===== src/rtl/scsi_byte_seq_pkg.sv =====
`default_nettype none
// ============================================================================
//  Module   : scsi_byte_seq_pkg
//  Brief    : Shared types and constants for the SCSI-side byte sequencer.
//  Revision : 1.0 - initial release
// ============================================================================
package scsi_byte_seq_pkg;

   // Sequencer states
   typedef enum logic [2:0] {
      ST_IDLE = 3'd0,
      ST_XFER = 3'd1,
      ST_WR   = 3'd2,
      ST_RD   = 3'd3,
      ST_FL   = 3'd4
   } seq_state_e;

   // Transfer direction as sampled on START
   localparam logic DIR_S2F = 1'b1;
   localparam logic DIR_F2S = 1'b0;

   // Byte-lane indices
   localparam logic [1:0] LANE_FIRST = 2'd0;
   localparam logic [1:0] LANE_LAST  = 2'd3;

   // Byte count reported with a full-word write
   localparam logic [2:0] WR_BYTES_WORD = 3'd4;

   // Bit offset of a byte lane inside the 32-bit word.
   // Big-endian puts lane 0 at bits 31:24, little-endian at bits 7:0.
   function automatic logic [4:0] lane_lsb(input logic [1:0] lane, input logic big_endian);
      lane_lsb = big_endian ? {~lane, 3'b000} : {lane, 3'b000};
   endfunction

endpackage
`default_nettype wire


===== src/rtl/scsi_byte_pack.sv =====
`default_nettype none
// ============================================================================
//  Module   : scsi_byte_pack
//  Brief    : 32-bit packing register; writes one byte lane at a time,
//             lane placement chosen by BIG_ENDIAN, synchronous clear.
//  Revision : 1.0 - initial release
// ============================================================================
module scsi_byte_pack
   import scsi_byte_seq_pkg::*;
#(
   parameter bit BIG_ENDIAN = 1'b1
) (
   input  logic        clk,
   input  logic        rst_n,
   input  logic        i_clr,
   input  logic        i_we,
   input  logic [1:0]  i_lane,
   input  logic [7:0]  i_din,
   output logic [31:0] o_data
);

   logic [31:0] data_q;
   logic [31:0] data_d;

   // Next word: clear wins over a lane write; otherwise drop the byte into its lane
   always_comb begin
      data_d = data_q;
      if (i_clr) begin
         data_d = '0;
      end else if (i_we) begin
         data_d[lane_lsb(i_lane, BIG_ENDIAN) +: 8] = i_din;
      end
   end

   // Packing register
   always_ff @(posedge clk or negedge rst_n) begin
      if (!rst_n) begin
         data_q <= '0;
      end else begin
         data_q <= data_d;
      end
   end

   assign o_data = data_q;

endmodule
`default_nettype wire


===== src/rtl/scsi_byte_seq.sv =====
`default_nettype none
// ============================================================================
//  Module   : scsi_byte_seq
//  Brief    : SCSI-side byte sequencer between the 32-bit FIFO and the 8-bit
//             SCSI datapath: lane counting, word packing, read pacing, flush.
//  Revision : 1.0 - initial release
// ============================================================================
module scsi_byte_seq
   import scsi_byte_seq_pkg::*;
#(
   parameter bit BIG_ENDIAN = 1'b1
) (
   input  logic        CLK,
   input  logic        nRST,
   input  logic        START,
   input  logic        DIR,
   input  logic        BYTE_STB,
   input  logic [7:0]  SCSI_BYTE,
   input  logic        FIFO_FULL,
   input  logic        FIFO_EMPTY,
   input  logic        FLUSH,
   output logic        BYTE_RDY,
   output logic        BO0,
   output logic        BO1,
   output logic [31:0] PACKED_DATA,
   output logic        FIFO_WR,
   output logic [2:0]  WR_BYTES,
   output logic        FIFO_RD,
   output logic        FLUSH_DONE
);

   seq_state_e state_q, state_d;
   logic [1:0] cnt_q, cnt_d;
   logic       dir_q, dir_d;
   logic       flush_pend_q, flush_pend_d;   // FLUSH seen while a word op was in flight
   logic       rd_settle_q, rd_settle_d;     // give FIFO_EMPTY a cycle to follow a read

   logic       byte_rdy;
   logic       take;
   logic       fifo_wr;
   logic [2:0] wr_bytes;
   logic       fifo_rd;
   logic       flush_done;
   logic       pack_we;
   logic       pack_clr;

   // Next-state and output decode; START overrides everything at the end
   always_comb begin
      state_d      = state_q;
      cnt_d        = cnt_q;
      dir_d        = dir_q;
      flush_pend_d = flush_pend_q;
      rd_settle_d  = 1'b0;
      byte_rdy     = 1'b0;
      take         = 1'b0;
      fifo_wr      = 1'b0;
      wr_bytes     = 3'd0;
      fifo_rd      = 1'b0;
      flush_done   = 1'b0;
      pack_we      = 1'b0;

      case (state_q)
         ST_IDLE: begin
         end

         ST_XFER: begin
            if (dir_q == DIR_S2F) begin
               byte_rdy = ~FIFO_FULL;
            end else begin
               byte_rdy = ~FIFO_EMPTY & ~rd_settle_q;
            end
            take = BYTE_STB & byte_rdy;
            if (take) begin
               cnt_d   = cnt_q + 2'd1;
               pack_we = (dir_q == DIR_S2F);
            end
            // A completing byte takes precedence; a coincident FLUSH waits behind it
            if (take && (cnt_q == LANE_LAST)) begin
               state_d      = (dir_q == DIR_S2F) ? ST_WR : ST_RD;
               flush_pend_d = FLUSH;
            end else if (FLUSH) begin
               state_d = ST_FL;
               if (dir_q == DIR_F2S) begin
                  cnt_d = LANE_FIRST;
               end
            end
         end

         ST_WR: begin
            fifo_wr  = ~FIFO_FULL;
            wr_bytes = fifo_wr ? WR_BYTES_WORD : 3'd0;
            if (FLUSH) begin
               flush_pend_d = 1'b1;
            end
            if (!FIFO_FULL) begin
               state_d = (flush_pend_q | FLUSH) ? ST_FL : ST_XFER;
            end
         end

         ST_RD: begin
            fifo_rd     = 1'b1;
            rd_settle_d = 1'b1;
            state_d     = (flush_pend_q | FLUSH) ? ST_FL : ST_XFER;
         end

         ST_FL: begin
            // Partial S2F word goes out first; FLUSH_DONE follows once CNT is zero
            if ((dir_q == DIR_S2F) && (cnt_q != LANE_FIRST)) begin
               fifo_wr  = ~FIFO_FULL;
               wr_bytes = fifo_wr ? {1'b0, cnt_q} : 3'd0;
               if (!FIFO_FULL) begin
                  cnt_d = LANE_FIRST;
               end
            end else begin
               flush_done   = 1'b1;
               flush_pend_d = 1'b0;
               state_d      = ST_IDLE;
            end
         end

         default: begin
            state_d = ST_IDLE;
         end
      endcase

      if (START) begin
         state_d      = ST_XFER;
         cnt_d        = LANE_FIRST;
         dir_d        = DIR;
         flush_pend_d = 1'b0;
         rd_settle_d  = 1'b0;
         fifo_wr      = 1'b0;
         wr_bytes     = 3'd0;
         fifo_rd      = 1'b0;
         flush_done   = 1'b0;
         pack_we      = 1'b0;
      end
   end

   // Sequencer state registers
   always_ff @(posedge CLK or negedge nRST) begin
      if (!nRST) begin
         state_q      <= ST_IDLE;
         cnt_q        <= LANE_FIRST;
         dir_q        <= DIR_F2S;
         flush_pend_q <= 1'b0;
         rd_settle_q  <= 1'b0;
      end else begin
         state_q      <= state_d;
         cnt_q        <= cnt_d;
         dir_q        <= dir_d;
         flush_pend_q <= flush_pend_d;
         rd_settle_q  <= rd_settle_d;
      end
   end

   // The word leaving on FIFO_WR is cleared behind it; START discards any partial word
   assign pack_clr = fifo_wr | START;

   scsi_byte_pack #(
      .BIG_ENDIAN (BIG_ENDIAN)
   ) u_pack (
      .clk    (CLK),
      .rst_n  (nRST),
      .i_clr  (pack_clr),
      .i_we   (pack_we),
      .i_lane (cnt_q),
      .i_din  (SCSI_BYTE),
      .o_data (PACKED_DATA)
   );

   assign BYTE_RDY   = byte_rdy;
   assign BO0        = cnt_q[0];
   assign BO1        = cnt_q[1];
   assign FIFO_WR    = fifo_wr;
   assign WR_BYTES   = wr_bytes;
   assign FIFO_RD    = fifo_rd;
   assign FLUSH_DONE = flush_done;

endmodule
`default_nettype wire

===== config.mk =====
export PLATFORM = sky130hd
export DESIGN_NAME = scsi_byte_seq
export DESIGN_NICKNAME = d
export VERILOG_FILES = /design/src/rtl/scsi_byte_seq_pkg.sv /design/src/rtl/scsi_byte_pack.sv /design/src/rtl/scsi_byte_seq.sv
export SDC_FILE = /design/constraint.sdc
export NUM_CORES = 1
export LEC_CHECK = 0
export ABC_CLOCK_PERIOD_IN_PS = 1800
export CORE_UTILIZATION = 45
export CTS_BUF_LIST = sky130_fd_sc_hd__clkbuf_8
export DETAILED_ROUTE_END_ITERATION = 6
export GPL_TIMING_DRIVEN = 0
export PLACE_DENSITY = 0.79
export SYNTH_ARGS = -nofsm -noshare
export SYNTH_HDL_FRONTEND = slang
export SYNTH_SLANG_ARGS = --single-unit

===== constraint.sdc =====
create_clock -name CLK -period 1.8 [get_ports CLK]
set_input_delay 0.36 -clock CLK [delete_from_list [all_inputs] [get_ports CLK]]
set_output_delay 0.36 -clock CLK [all_outputs]
set_load 0.1 [all_outputs]

# After elaboration in Yosys (flattened, before gate mapping)
# Cells that the tools add are included.
dict set report word_totals {
  ff_bits 40
  inputBits 16
  output_inout_bits 41
  word_cells 84
}
dict set report classes {
  n_addsub 2
  eq_ne 13
  shift 2
  muxes 43
  n_bitwise 8
  reduce_logical 10
}
# cell n
set ops {}
lappend ops {{$mux 32} 2}
lappend ops {{$bwmux 32} 1}
lappend ops {{$shift 8x7->32 const A} 1}
lappend ops {{$shiftx 8x7->32} 1}
lappend ops {{$mux 3} 8}
lappend ops {{$mux 1} 18}
lappend ops {{$mux 2} 9}
lappend ops {{$ne 3x3->1 const B} 6}
lappend ops {{$pmux 3 s5} 1}
lappend ops {{$reduce_and 4->1} 2}
lappend ops {{$neg 5->7} 1}
lappend ops {{$eq 3x2->1 const B} 2}
lappend ops {{$pmux 3 s2} 1}
lappend ops {{$ne 4x4->1 const B} 1}
lappend ops {{$pmux 2 s2} 1}
lappend ops {{$reduce_bool 2->1} 2}
lappend ops {{$reduce_bool 4->1} 1}
lappend ops {{$eq 3x1->1 const B} 1}
lappend ops {{$eq 3x3->1 const B} 1}
lappend ops {{$logic_not 3->1} 1}
lappend ops {{$not 1->1} 3}
lappend ops {{$pmux 1 s3} 1}
lappend ops {{$reduce_and 3->1} 1}
lappend ops {{$reduce_bool 3->1} 1}
lappend ops {{8 further kinds} 11}

# Longest topological paths before layout
dict set report depth {
  depth_word 11
  depth_mapped 7
}

# Cells and area by module
# A second synthesis with hierarchy kept.
dict set report hier_totals {
  cells_unflattened 198
  area_unflattened_um2 2150.8
}
# mod n_inst cells_each area_per_inst_um2
set modules_own_cells {}
lappend modules_own_cells {scsi_byte_pack 1 116 1472.7}
lappend modules_own_cells {scsi_byte_seq 1 82 678.2}

# Worst setup path after synthesis
# OpenSTA, ideal clock, no wires.
dict set report synth_path {
  kind {reg-to-output}
  from {reg state_q[2]}
  to {out FIFO_WR}
  arrival_time_ps 4635
  t_required_ps 1440
  setup_slack_ps -3195
  path_stages_with_launch 5
  n_path_buf 1
  path_cell_list {dfrtp_1 buf_4 nand2b_1 nor4_1 o21bai_1}
}
dict set report synth_between {
  elab_chain_cells 3
  word_cells_on_any_way 4
  cone_classes {eq/ne: 2; mux: 2}
}
# item line
set synth_lines {}
lappend synth_lines {{start: declaration} scsi_byte_seq.sv:32} ;# seq_state_e state_q, state_d;
lappend synth_lines {{start signal: assignment} scsi_byte_seq.sv:149} ;# state_q <= state_d;
lappend synth_lines {{$eq 3x3->1 or $eq 3x2->1 (tied branches)} scsi_byte_seq.sv:62} ;# case (state_q)
lappend synth_lines {{$pmux 1 s2 *} scsi_byte_seq.sv:62}
lappend synth_lines {{$mux 1 *} scsi_byte_seq.sv:126} ;# if (START) begin
lappend synth_lines {{end: declaration} scsi_byte_seq.sv:26} ;# output logic FIFO_WR,
# Mark *: on every way between the ends. The rest lies on a longest branch, timed or not.

# Worst setup path after layout
dict set report layout_path {
  from {reg state_q[1]}
  to {out WR_BYTES[0]}
}
dict set report layout_between {
  elab_chain_cells 3
  word_cells_on_any_way 4
  cone_classes {eq/ne: 2; mux: 2}
}
# item line
set layout_lines {}
lappend layout_lines {{$eq 3x3->1 or $eq 3x2->1 (tied branches)} scsi_byte_seq.sv:62}
lappend layout_lines {{$pmux 3 s2 *} scsi_byte_seq.sv:62}
lappend layout_lines {{$mux 3 *} scsi_byte_seq.sv:126}
lappend layout_lines {{end: declaration} scsi_byte_seq.sv:27} ;# output logic [2:0] WR_BYTES,
# Marks and branches as above.

==> run_results.csv <==
group,metric,value,unit
yosys,synth_cell_types,45,
timing,whs,0.186,ns
clock_tree,cts-buffers-inserted,5,
setup_path,cp.arrival,1.70,ns
clock_tree,cts_tree,"yes",
timing,layout_worst_path_cycle_share,115,%
timing,setup_viol,39,
outcome,violations,"setup timing",
cells_and_area,design.final.nets,291,
drt,detailed_routing_iteration_count_for_the_pre_antenna_repair_pass,4,
clock_tree,clock_tree_root_driver_cell,"sky130_fd_sc_hd__clkbuf_8",
drt,route.vias.total,1893,
yosys,synth.avg_cell_area,10.7,um2
grt,grt_use_total,25.2,%
cells_and_area,multiInputGateArea,1210,um2
yosys,yosysTopAreaCellShare,49.0,%
timing,hold_viol,0,
clock_tree,cts_buffer_depth,2,
drt,avgRoutedWirePerCell,17.8,um
floorplanning,ioPinCount,57,
floorplanning,start_util,46.9,%
placement,place.port_buffers,56,
timing,drv_slew,0,
power,vdd.ir_drop.worst,0.439,mV
yosys,count_of_state_elements_after_synthesis,40,
cells_and_area,fin_area,3290,um2
setup_path,critPathRequiredTime,1.44,ns
placement,place_hpwl,3690,um
yosys,synth_enable_flop_cells,0,
yosys,post_synth_instance_area,2040,um2
power,power.share.sequential,45.1,%
timing,skew,0.00599,ns
placement,detailed_place.area,2850,um2
floorplanning,die_w,69.4,um
yosys,synth_cells,190,
cells_and_area,top_library_cells_by_usage_in_the_layout_fill_and_taps_aside,"38 x sky130_fd_sc_hd__dfrtp_1, 32 x sky130_fd_sc_hd__clkdlybuf4s15_2, 23 x sky130_fd_sc_hd__a22o_1, 14 x sky130_fd_sc_hd__nand2_1",
drt,detail_route.wirelength,5750,um
floorplanning,floorplan.rows,24,
power,power.share.combinational,19.5,%
clock_tree,htree_levels,2,
grt,grt_overflow_total,0,
cells_and_area,sequential_cell_area,1010,um2
timing,relSlewSlack,40.3,%
floorplanning,core,4350,um2
power,total_switching_power,584,uW
timing,max_freq,485,MHz
setup_path,worst-setup-path-type,"reg -> out",
power,power.internal,1470,uW
grt,first_global_vias,1886,
drt,remaining_drc_errors,0,
outcome,outcome,"finished, violations left",
clock_tree,clk_pin_slew,0.08,ns
clock_tree,worstSkewPairLatency,0.29,ns
cells_and_area,num_antenna_cells,0,
placement,place.detailed.instances,298,
cells_and_area,finalNonFillerCells,322,
setup_path,crit_path_end_kind,"output port",
cells_and_area,final_common_cell,"sky130_fd_sc_hd__dfrtp_1",
floorplanning,die_h,69.4,um
drt,detailedRoute.firstIterationViolations,243,
cells_and_area,synthToLayoutAreaGrowth,61.3,%
timing,final.setup.worst_slack,-0.263,ns
setup_path,worstSetupStartpointType,"flip-flop",
timing,rsz0062_at_grt,"yes",
yosys,synth_nets,212,
power,power.share.switching,28.4,%
cells_and_area,fillCellCount,284,
grt,number_of_antenna_violations_at_the_first_check_in_global_routing,0,
power,power_density,625,nW/um2
power,p_leak,0.00140,uW
hold_path,hold_class,"in -> async",
yosys,synth_area_leaders,"sky130_fd_sc_hd__dfrtp_1 49%, sky130_fd_sc_hd__a22o_1 9.9%, sky130_fd_sc_hd__ha_1 3.7%, sky130_fd_sc_hd__a21oi_1 3.4%, sky130_fd_sc_hd__nand2_1 2.8%",
power,power_frac_clock,35.4,%
timing,worst_slew_pin_slew,0.896,ns
drt,route.antenna.remaining_nets,0,
drt,viasPerCell,5.88,
yosys,ys.flop_type,"sky130_fd_sc_hd__dfrtp_1",
floorplanning,fp.dieArea,4810,um2
placement,finalWeightedCongestion,0.906,
power,total_power,2060,uW
yosys,synth_area_leader_cell,"sky130_fd_sc_hd__dfrtp_1",
timing,fin_crit,2.06,ns
clock_tree,cts_sinks,40,
yosys,ys_async_sr_fraction,100,%
setup_path,timing.critical_path.fanout_max,4,
yosys,synth_sequential_area_ratio,49.0,%
cells_and_area,post_route_cells_drive_above_1_share,43.0,%
yosys,synth.yosys.warnings,0,
grt,wire_length_of_the_first_global_routing_pass,9580,um
grt,grt_start_max_net_pins,41,
run,maxcap_violations,0,
## path summary, 6_finish.rpt
path / cells past startpoint / startpoint / end / slack [ns]
min reg2reg: 1 / u_pack.o_data[24]$_DFFE_PN0P_ / u_pack.o_data[24]$_DFFE_PN0P_ / 0.51
min in group CLK: 1 / u_pack.o_data[24]$_DFFE_PN0P_ / u_pack.o_data[24]$_DFFE_PN0P_ / 0.51
max in group asynchronous: 1 / nRST / cnt_q[0]$_DFFE_PN0P_ / 0.95
max reg2reg: 7 / cnt_q[1]$_DFFE_PN0P_ / u_pack.o_data[7]$_DFFE_PN0P_ / -0.14
min: 1 / nRST / u_pack.o_data[6]$_DFFE_PN0P_ / 0.19
max: 5 / state_q[1]$_DFFE_PN0P_ / WR_BYTES[0] / -0.26
## power groups by stage
stage | clock network (uW) | logic (uW) | registers (uW)
6_report | 728 | 400 | 928
5_1_grt | 771 | 427 | 930
4_1_cts | 733 | 383 | 927
3_5_place_dp | 0 | 333 | 951
3_3_place_gp | 0 | 331 | 950
2_1_floorplan | 0 | 166 | 997
## per-stage QoR
step | setup TNS, ns | setup WS [ns] | utilization, %
after CTS | -4.27 | -0.239 | 74.2
after global placement | -47.81 | -1.46 | 65.7
after global routing | -6.65 | -0.331 | 75.6
after floorplan | -8.33 | -0.787 | -
after detailed placement | -26.13 | -1.46 | 65.5
final | -4.67 | -0.263 | 75.6
## flip-flops by register name, indices dropped and copies added (netlist names)
register,count
u_pack.o_data,32
state_q,3
cnt_q,2
dir_q,1
flush_pend_q,1
rd_settle_q,1
## cell type report
type / instances / area share [%]
clock inverters: 3 / 1.18
multi-input cells: 137 / 36.8
well taps: 52 / 1.98
plain buffers: 8 / 2.58
repair buffers: 73 / 24.0
clock buffers: 5 / 2.09
flip-flops and latches: 40 / 30.6
inverters: 4 / 0.760
## layer usage
| layer | wire length, um | share of wire (%) | vias up | GRT usage (%) |
|---|---|---|---|---|
| li1 | - | - | 871 | - |
| met1 | 2400 | 42 | 941 | 32.5 |
| met2 | 3010 | 52 | 74 | 43.3 |
| met3 | 272 | 4.7 | 7 | 4.36 |
| met4 | 64 | 1.1 | 0 | 7.71 |
| met5 | 0 | 0 | - | 0 |
## cells in the mapped netlist (2+ instances only)
master and number:
sky130_fd_sc_hd__and2_1 2, sky130_fd_sc_hd__nand2_1 15, sky130_fd_sc_hd__or3_1 2, sky130_fd_sc_hd__clkbuf_1 3
sky130_fd_sc_hd__buf_6 2, sky130_fd_sc_hd__nand3_1 11, sky130_fd_sc_hd__buf_2 2, sky130_fd_sc_hd__buf_4 2
sky130_fd_sc_hd__nor3_1 5, sky130_fd_sc_hd__nand2b_1 4, sky130_fd_sc_hd__a211oi_1 4, sky130_fd_sc_hd__and3_1 2
sky130_fd_sc_hd__o22a_1 2, sky130_fd_sc_hd__inv_1 4, sky130_fd_sc_hd__o21ai_0 10, sky130_fd_sc_hd__a22o_1 23
sky130_fd_sc_hd__nor2_1 6, sky130_fd_sc_hd__dfrtp_1 40, sky130_fd_sc_hd__o31ai_1 2, sky130_fd_sc_hd__ha_1 6
sky130_fd_sc_hd__nor2b_1 3, sky130_fd_sc_hd__a21oi_2 2, sky130_fd_sc_hd__a21oi_1 14, sky130_fd_sc_hd__or3b_1 2
sky130_fd_sc_hd__nor3_2 2
## worst max-delay path, stage by stage (launching register included)
cell	delay, ns
sky130_fd_sc_hd__dfrtp_1	0.41
sky130_fd_sc_hd__buf_6	0.13
sky130_fd_sc_hd__nor4b_4	0.35
sky130_fd_sc_hd__nand2_4	0.14
sky130_fd_sc_hd__nor3_4	0.18
sky130_fd_sc_hd__buf_12	0.20
## kinds of logic (layout without fill, tap and decap cells)
| group | count (synthesis) | count (layout) | share of synthesized area (%) |
|---|---|---|---|
| AO/OA/AOI/OAI | 62 | 62 | 21.6 |
| adder cells (fa/ha/maj) | 6 | 6 | 3.68 |
| buffers and inverters | 13 | 93 | 3.61 |
| flip-flops | 40 | 40 | 49.0 |
| multiplexers | 2 | 2 | 1.04 |
| AND/OR/NAND/NOR | 67 | 67 | 21.1 |
## timing repair
action,4_1_cts,5_1_grt
endpoints found under the setup margin,72,42
resized for setup,184,16
gates cloned,0,0
hold buffers,0,0
pin swaps,10,14
setup buffers,15,3
endpoints found under the hold margin,0,0
No activity file was read; power rests on OpenSTA's default activity.
